File: config.mk
export PLATFORM = sky130hd
export DESIGN_NAME = resize_pipe
export DESIGN_NICKNAME = d
export VERILOG_FILES = /design/src/rtl/resize_pipe_pkg.sv /design/src/rtl/resize_pipe_stage.sv /design/src/rtl/resize_pipe.sv
export SDC_FILE = /design/constraint.sdc
export NUM_CORES = 1
export LEC_CHECK = 0
export ABC_AREA = 1
export BUFFER_PORTS_ARGS = -buffer_cell sky130_fd_sc_hd__buf_4
export CORE_MARGIN = 1.5
export CORE_UTILIZATION = 45
export DETAILED_ROUTE_END_ITERATION = 6
export PLACE_DENSITY = 0.81
export REMOVE_ABC_BUFFERS = 1
export SYNTH_ARGS = -nofsm -noshare
export SYNTH_HDL_FRONTEND = slang
export SYNTH_SLANG_ARGS = --single-unit
File: constraint.sdc
create_clock -name clk -period 1.4 [get_ports clk]
set_clock_uncertainty 0.2 [all_clocks]
set_input_delay 0.28 -clock clk [delete_from_list [all_inputs] [get_ports clk]]
set_output_delay 0.28 -clock clk [all_outputs]
set_load 0.01 [all_outputs]
File: src/rtl/resize_pipe_pkg.sv
// resize_pipe_pkg: shared per-beat payload type and the width-resize function
// used by resize_pipe. Widths handled up to MAX_W bits.
package resize_pipe_pkg;

    localparam int unsigned MAX_W = 64;

    typedef logic [MAX_W-1:0] wide_t;

    // Payload produced by the resize step, before it is narrowed to OUT_W.
    typedef struct packed {
        logic  ovf;
        wide_t data;
    } beat_t;

    // Resize din (in_w valid bits) to out_w bits. The input is first extended
    // to MAX_W (sign or zero), so widening, equal width and narrowing share one
    // overflow rule: every bit above the kept field must equal the kept sign
    // bit (signed) or be zero (unsigned).
    function automatic beat_t resize_beat(input wide_t       din,
                                          input int unsigned in_w,
                                          input int unsigned out_w,
                                          input logic        sgn,
                                          input logic        sat);
        beat_t r;
        wide_t ext;
        logic  in_msb;
        logic  keep_msb;
        logic  ovf;
        r        = '0;
        ext      = '0;
        in_msb   = 1'b0;
        keep_msb = 1'b0;
        ovf      = 1'b0;
        for (int unsigned i = 0; i < MAX_W; i++) begin
            if (i + 1 == in_w) in_msb = din[i];
        end
        for (int unsigned i = 0; i < MAX_W; i++) begin
            ext[i] = (i < in_w) ? din[i] : (sgn & in_msb);
        end
        for (int unsigned i = 0; i < MAX_W; i++) begin
            if (i + 1 == out_w) keep_msb = ext[i];
        end
        for (int unsigned i = 0; i < MAX_W; i++) begin
            if ((i >= out_w) && (ext[i] != (sgn & keep_msb))) ovf = 1'b1;
        end
        for (int unsigned i = 0; i < MAX_W; i++) begin
            r.data[i] = (i < out_w) ? ext[i] : 1'b0;
        end
        if (sat && ovf) begin
            for (int unsigned i = 0; i < MAX_W; i++) begin
                if (i < out_w) begin
                    if (sgn) r.data[i] = (i + 1 == out_w) ? in_msb : ~in_msb;
                    else     r.data[i] = 1'b1;
                end
            end
        end
        r.ovf = ovf;
        return r;
    endfunction

endpackage

File: src/rtl/resize_pipe_stage.sv
// resize_pipe_stage: one valid/ready register slice. Loads when empty or when
// the downstream side takes the current beat in the same cycle.
module resize_pipe_stage #(
    parameter int unsigned W = 4
) (
    input  logic         clk,
    input  logic         rst,
    input  logic         in_valid,
    output logic         in_ready,
    input  logic [W-1:0] in_data,
    output logic         out_valid,
    input  logic         out_ready,
    output logic [W-1:0] out_data
);

    // Ready when the slot is free or is being emptied this cycle.
    always_comb begin
        in_ready = !out_valid || out_ready;
    end

    // Slot register; data only changes on a real load so it holds while stalled.
    always_ff @(posedge clk or posedge rst) begin
        if (rst) begin
            out_valid <= 1'b0;
            out_data  <= '0;
        end else if (in_ready) begin
            out_valid <= in_valid;
            if (in_valid) out_data <= in_data;
        end
    end

endmodule

File: src/rtl/resize_pipe.sv
// resize_pipe: resizes IN_W-bit beats to OUT_W bits (sign/zero extend,
// truncate, optional saturate) and carries them through DEPTH register slices.
// Saturation on narrowing is built only when RESIZE_PIPE_SAT_EN is defined;
// otherwise in_sat is ignored and narrowing always truncates.
module resize_pipe
    import resize_pipe_pkg::*;
#(
    parameter int unsigned IN_W  = 2,
    parameter int unsigned OUT_W = 3,
    parameter int unsigned DEPTH = 2,
    parameter int unsigned CNT_W = 8
) (
    input  logic             clk,
    input  logic             rst,
    input  logic             in_valid,
    output logic             in_ready,
    input  logic [IN_W-1:0]  in_data,
    input  logic             in_signed,
    input  logic             in_sat,
    output logic             out_valid,
    input  logic             out_ready,
    output logic [OUT_W-1:0] out_data,
    output logic             out_ovf,
    output logic [CNT_W-1:0] ovf_cnt
);

    wide_t din_w;
    beat_t rb;
    logic  sat_eff;
    logic  unused_bits;

`ifdef RESIZE_PIPE_SAT_EN
    // Saturation request passes straight through.
    always_comb begin
        sat_eff = in_sat;
    end
`else
    logic unused_sat;

    // Saturation not built: always truncate.
    always_comb begin
        sat_eff    = 1'b0;
        unused_sat = in_sat;
    end
`endif

    // Place the input in the low bits of the wide working value.
    always_comb begin
        din_w             = '0;
        din_w[IN_W-1:0]   = in_data;
    end

    // Combinational resize ahead of stage 0.
    always_comb begin
        rb          = resize_beat(din_w, IN_W, OUT_W, in_signed, sat_eff);
        unused_bits = ^rb.data;
    end

    logic [DEPTH:0] v;
    logic [DEPTH:0] r;
    logic [OUT_W:0] d [DEPTH+1];

    assign v[0]     = in_valid;
    assign d[0]     = {rb.ovf, rb.data[OUT_W-1:0]};
    assign in_ready = r[0];
    assign r[DEPTH] = out_ready;

    for (genvar k = 0; k < DEPTH; k++) begin : g_stage
        resize_pipe_stage #(.W(OUT_W + 1)) u_stage (
            .clk       (clk),
            .rst       (rst),
            .in_valid  (v[k]),
            .in_ready  (r[k]),
            .in_data   (d[k]),
            .out_valid (v[k+1]),
            .out_ready (r[k+1]),
            .out_data  (d[k+1])
        );
    end

    assign out_valid          = v[DEPTH];
    assign {out_ovf, out_data} = d[DEPTH];

    // Count delivered overflow beats, holding at all-ones.
    always_ff @(posedge clk or posedge rst) begin
        if (rst) begin
            ovf_cnt <= '0;
        end else if (out_valid && out_ready && out_ovf && (ovf_cnt != '1)) begin
            ovf_cnt <= ovf_cnt + 1'b1;
        end
    end

endmodule
---- Yosys cells after proc, flatten, opt, wreduce, memory -nomap -nowiden ----
Cells that the tools add are included.
word-level totals
  register bits after elaboration ......... 18
operators by class
  add/subtract/negate cells ............... 1
  equality and inequality tests ........... 2
  multiplexer cells ....................... 1
  bitwise gates (word level) .............. 2
  reductions and logical operators ........ 9
operators with widths
  kind                   count
  $add A8 B1 Y8 const B  1
  $ne A8 B8 Y1 const B   1
  $reduce_and A2 Y1      2
  $logic_and A1 B1 Y1    3
  $and A1 B1 Y1          2
  $logic_not A1 Y1       2
  $logic_or A1 B1 Y1     2
  $mux W1                1
  $ne A1 B1 Y1           1

---- Depth between registers and ports, before layout ----
  depth after elaboration ................. 4
  gate-level depth with buffers ........... 8

---- Modules after synthesis ----
From an unflattened synthesis, not the netlist that was laid out.
second synthesis, totals
  cell total of the unflattened synthesis .. 109
  area, all modules ....................... 919.6 um^2
by module, submodules not included
  module             instances  cells each  area each (um^2)  sequential area each (um^2)
  resize_pipe        1          65          501.7             200.2
  resize_pipe_stage  2          22          209.0             125.1

---- Worst setup path after synthesis ----
No wires, ideal clock.
  path type ............................... reg-to-reg
  from .................................... register ovf_cnt[0]
  to ...................................... register ovf_cnt[3]
  arrival time ............................ 1.121 ns
  required time ........................... 1.084 ns
  setup slack ............................. -0.038 ns
  stages on the path, launching flop included .. 9
  period minus slack after synthesis ...... 1.438 ns
  path through ............................ dfrtp_1 ha_1 nand3_2 inv_2 nand2_2 nand2_4 inv_4 nand2_1 nand2_1
on the way
  cells in the longest elaborated chain, start to end .. 2
  elaborated cells between the ends (all ways) .. 3
RTL lines
  item                                                   line               source
  from (decl)                                            resize_pipe.sv:24  output logic [CNT_W-1:0] ovf_cnt
  from (signal assigned)                                 resize_pipe.sv:89  ovf_cnt <= ovf_cnt + 1'b1;
  branches (longest 2 deep; another with $add A8 B1 Y8)  --
Parallel ways; which one is timed is not known.
A chain may end at the register's enable or synchronous reset.

---- Worst setup path after layout ----
  from .................................... register ovf_cnt[1]
  to ...................................... output ovf_cnt[1]
No word-level cell between the ends.

==> impl_metrics.py <==
metrics = {
    "outcome": {
        "outcome": "finished with violations",
        "failed_checks": "setup timing",
    },
    "finish": {
        "antenna_cells": 0,
        "layout_common_cells": "nand2_1 (38), buf_4 (23), dfrtp_1 (13), inv_1 (11), nand2_2 (9)",
        "area_growth_pct": 45.0,
        "fin_util": 0.716,
        "seq_area_um2": 457,
        "fin_cells": 170,
        "nNetsFinal": 156,
        "multi_input_area_um2": 413,
        "drive_above_1_share": 0.428,
        "layout_commonest_cell": "nand2_1",
        "final_area_um2": 1280,
        "fillCellCount": 148,
    },
    "worst_setup_path": {
        "worstSetupPathType": "reg2out",
        "worst_path_largest_cell_delay_ns": 0.43,
        "start_kind": "flop",
        "critPathArrivalTime_ns": 0.95,
        "required_ns": 0.92,
        "cp_common_cell": "buf_6",
        "r2r_cells": 8,
        "path_buf_inv": 2,
        "cp_num_cells": 2,
        "path_delay_family": "flip-flops",
        "cp-end-kind": "output pin",
        "crit_path_cell_trace": "buf_6 > buf_6",
        "cp_slowest_cell": "dfrtp_1",
        "cp_max_fo": 3,
    },
    "clock_tree": {
        "clock_latency_ns": 0.29,
        "cts_htree_levels": 1,
        "cts_tree": "yes",
        "cts.path.max_buffers": 2,
        "cts_sinks": 18,
        "cts_buffers": 3,
        "cts_root_buf": "clkbuf_4",
        "clk_pin_slew_ns": 0.10,
    },
    "timing": {
        "worstMarginPinSlew_ns": 0.225,
        "period_needed_ns": 1.43,
        "hold_viol": 0,
        "grt_setup_unrepaired": "true",
        "worst_slack_ns": -0.0333,
        "whs_ns": 0.0275,
        "finalSetupViolCount": 3,
        "fmax_mhz": 698,
        "maxSlewViolCount": 0,
        "slew_headroom": 0.850,
        "period_share": 1.02,
        "fin_setup_tns_ns": -0.0847,
    },
    "synthesis": {
        "synthTopCellsByArea": "dfrtp_1 (51%), nand2_1 (20%), inv_1 (5.5%)",
        "synth_compound_area_frac": 0.0341,
        "yosys.area.top_type": "dfrtp_1",
        "synthAdderAreaFrac": 0.0142,
        "mappedNetlistArea_um2": 881,
        "synthCells": 110,
        "synthDistinctLibCells": 17,
        "synth-simple-area-share": 0.318,
        "ys_seq_elements": 18,
        "muxShareOfSynthArea": 0,
        "synth_top_family_by_area": "simple AND/OR/NAND/NOR gates",
        "syn_avg_cell_area_um2": 8.01,
        "synth_top_area_share": 0.511,
        "synth_xor_area_frac": 0.0298,
        "yosysWarnings": 0,
        "seq_area_frac_synth": 0.511,
    },
    "floorplan": {
        "die_height_um": 47.2,
        "io_pins": 22,
        "num_rows": 15,
        "die_area_um2": 2230,
        "coreArea_um2": 1780,
        "start_util": 0.494,
        "fp.dieW_um": 47.2,
    },
    "job": {
        "cap_violations": 0,
    },
    "power": {
        "share_seq_of_total_power": 0.535,
        "power_switching_mw": 0.317,
        "switching_share": 0.278,
        "irDropWorstVdd_v": 0.000648,
        "internal-power_mw": 0.822,
        "power.density_nw_per_um2": 892,
        "pwr-share-clk": 0.219,
        "total_power_mw": 1.14,
        "combPwrFrac": 0.245,
        "p_leak_nw": 0.678,
    },
    "placed_design": {
        "dp_slack_ns": 0.00784,
        "hpwl_mm": 1.18,
        "dp_cells": 156,
        "place_area_um2": 1070,
        "gp_congestion": 0.777,
        "io_buffers": 20,
    },
    "drt": {
        "drt_wl_total_mm": 1.81,
        "drtIter0Drc": 9,
        "route.detailed.drc": 0,
        "drt.antenna.violating_nets": 0,
        "viasPerCell": 4.62,
        "wl_per_cell_um": 10.6,
        "vias": 786,
        "dr.pass1.iters": 4,
    },
    "global_routing": {
        "grt_pass1_vias": 732,
        "track_usage": 0.185,
        "antenna_found_initial": 0,
        "grt_max_degree": 19,
        "grt_pass1_wl_mm": 2.88,
        "grt-ovfl-total": 0,
    },
    "worst_hold_path": {
        "hold_path_depth": 3,
        "hold_path.class": "in2reg",
    },
}
-- registers in the layout, summed over array words and instances (netlist names) --
register / cells
g_stage.u_stage.out_valid: 2
ovf_cnt: 8
g_stage.u_stage.out_data: 8
-- cells by family (layout without fill, tap and decap cells) --
kind of cell / after synthesis / after routing
AO/OA/AOI/OAI: 6 / 6
adder cells (fa/ha/maj): 1 / 1
AND/OR/NAND/NOR: 64 / 65
flip-flops: 18 / 18
buffers and inverters: 18 / 52
XOR/XNOR: 3 / 3
-- per-layer routing --
metal  GRT usage  vias to the layer above  routed length, um
met5           0                        -                  0
met4      0.0889                        0                  8
met3      0.0462                        2                 47
met2       0.297                       14               1010
met1       0.231                      364                744
li1            -                      406                  -
-- power groups by stage --
stage	combinational [mW]	clock, mW	sequential [mW]
global route	0.308	0.283	0.616
floorplan	0.0787	0	0.635
global placement	0.209	0	0.613
detailed placement	0.217	0	0.613
finish	0.280	0.250	0.610
CTS	0.263	0.258	0.606
-- worst register-to-register path: stages, from the launching register on --
cell and delay [ns]:
dfrtp_1 0.41, ha_4 0.17, nand3_4 0.09, inv_2 0.08, nand2_4 0.06, nand2_4 0.10
inv_6 0.06, nand2_2 0.06, nand2_2 0.05
-- cells in the mapped netlist --
library cell / count
inv_1: 13
nand2_1: 46
nor2_4: 1
nand3_1: 7
o21ai_0: 6
nor2_1: 4
nand2_2: 2
xnor2_1: 2
nor2_2: 2
dfrtp_1: 18
buf_4: 3
ha_1: 1
inv_2: 1
xor2_1: 1
inv_4: 1
nand2_4: 1
nand3_2: 1
-- cell type report --
class | count | area share
tap | 25 | 0.0245
sequential | 18 | 0.357
timing repair buffer | 34 | 0.229
multi-input combinational | 75 | 0.323
clock buffer | 3 | 0.0176
inverter | 15 | 0.0480
-- final timing paths --
check / from / to / slack (ns)
hold / removal: in_valid / g_stage[0].u_stage.out_valid$_DFFE_PP0P_ / 0.03
hold reg to reg: g_stage[1].u_stage.out_data[0]$_DFFE_PP0P_ / g_stage[1].u_stage.out_data[0]$_DFFE_PP0P_ / 0.29
setup reg to reg: ovf_cnt[0]$_DFFE_PP0P_ / ovf_cnt[1]$_DFFE_PP0P_ / 0.02
min in group asynchronous: rst / ovf_cnt[2]$_DFFE_PP0P_ / 0.36
max in group asynchronous: rst / ovf_cnt[4]$_DFFE_PP0P_ / 0.43
setup / recovery: ovf_cnt[1]$_DFFE_PP0P_ / ovf_cnt[1] / -0.03
-- repair_timing --
| item | 4_1_cts | 5_1_grt |
|---|---|---|
| setup endpoints to repair | 8 | 18 |
| cloned | 1 | 0 |
| hold buffers | 3 | 0 |
| setup buffers | 4 | 4 |
| hold endpoints to repair | 20 | 0 |
| pin swaps | 3 | 6 |
| resized for setup | 8 | 24 |
No activity file was read; power rests on OpenSTA's default activity.
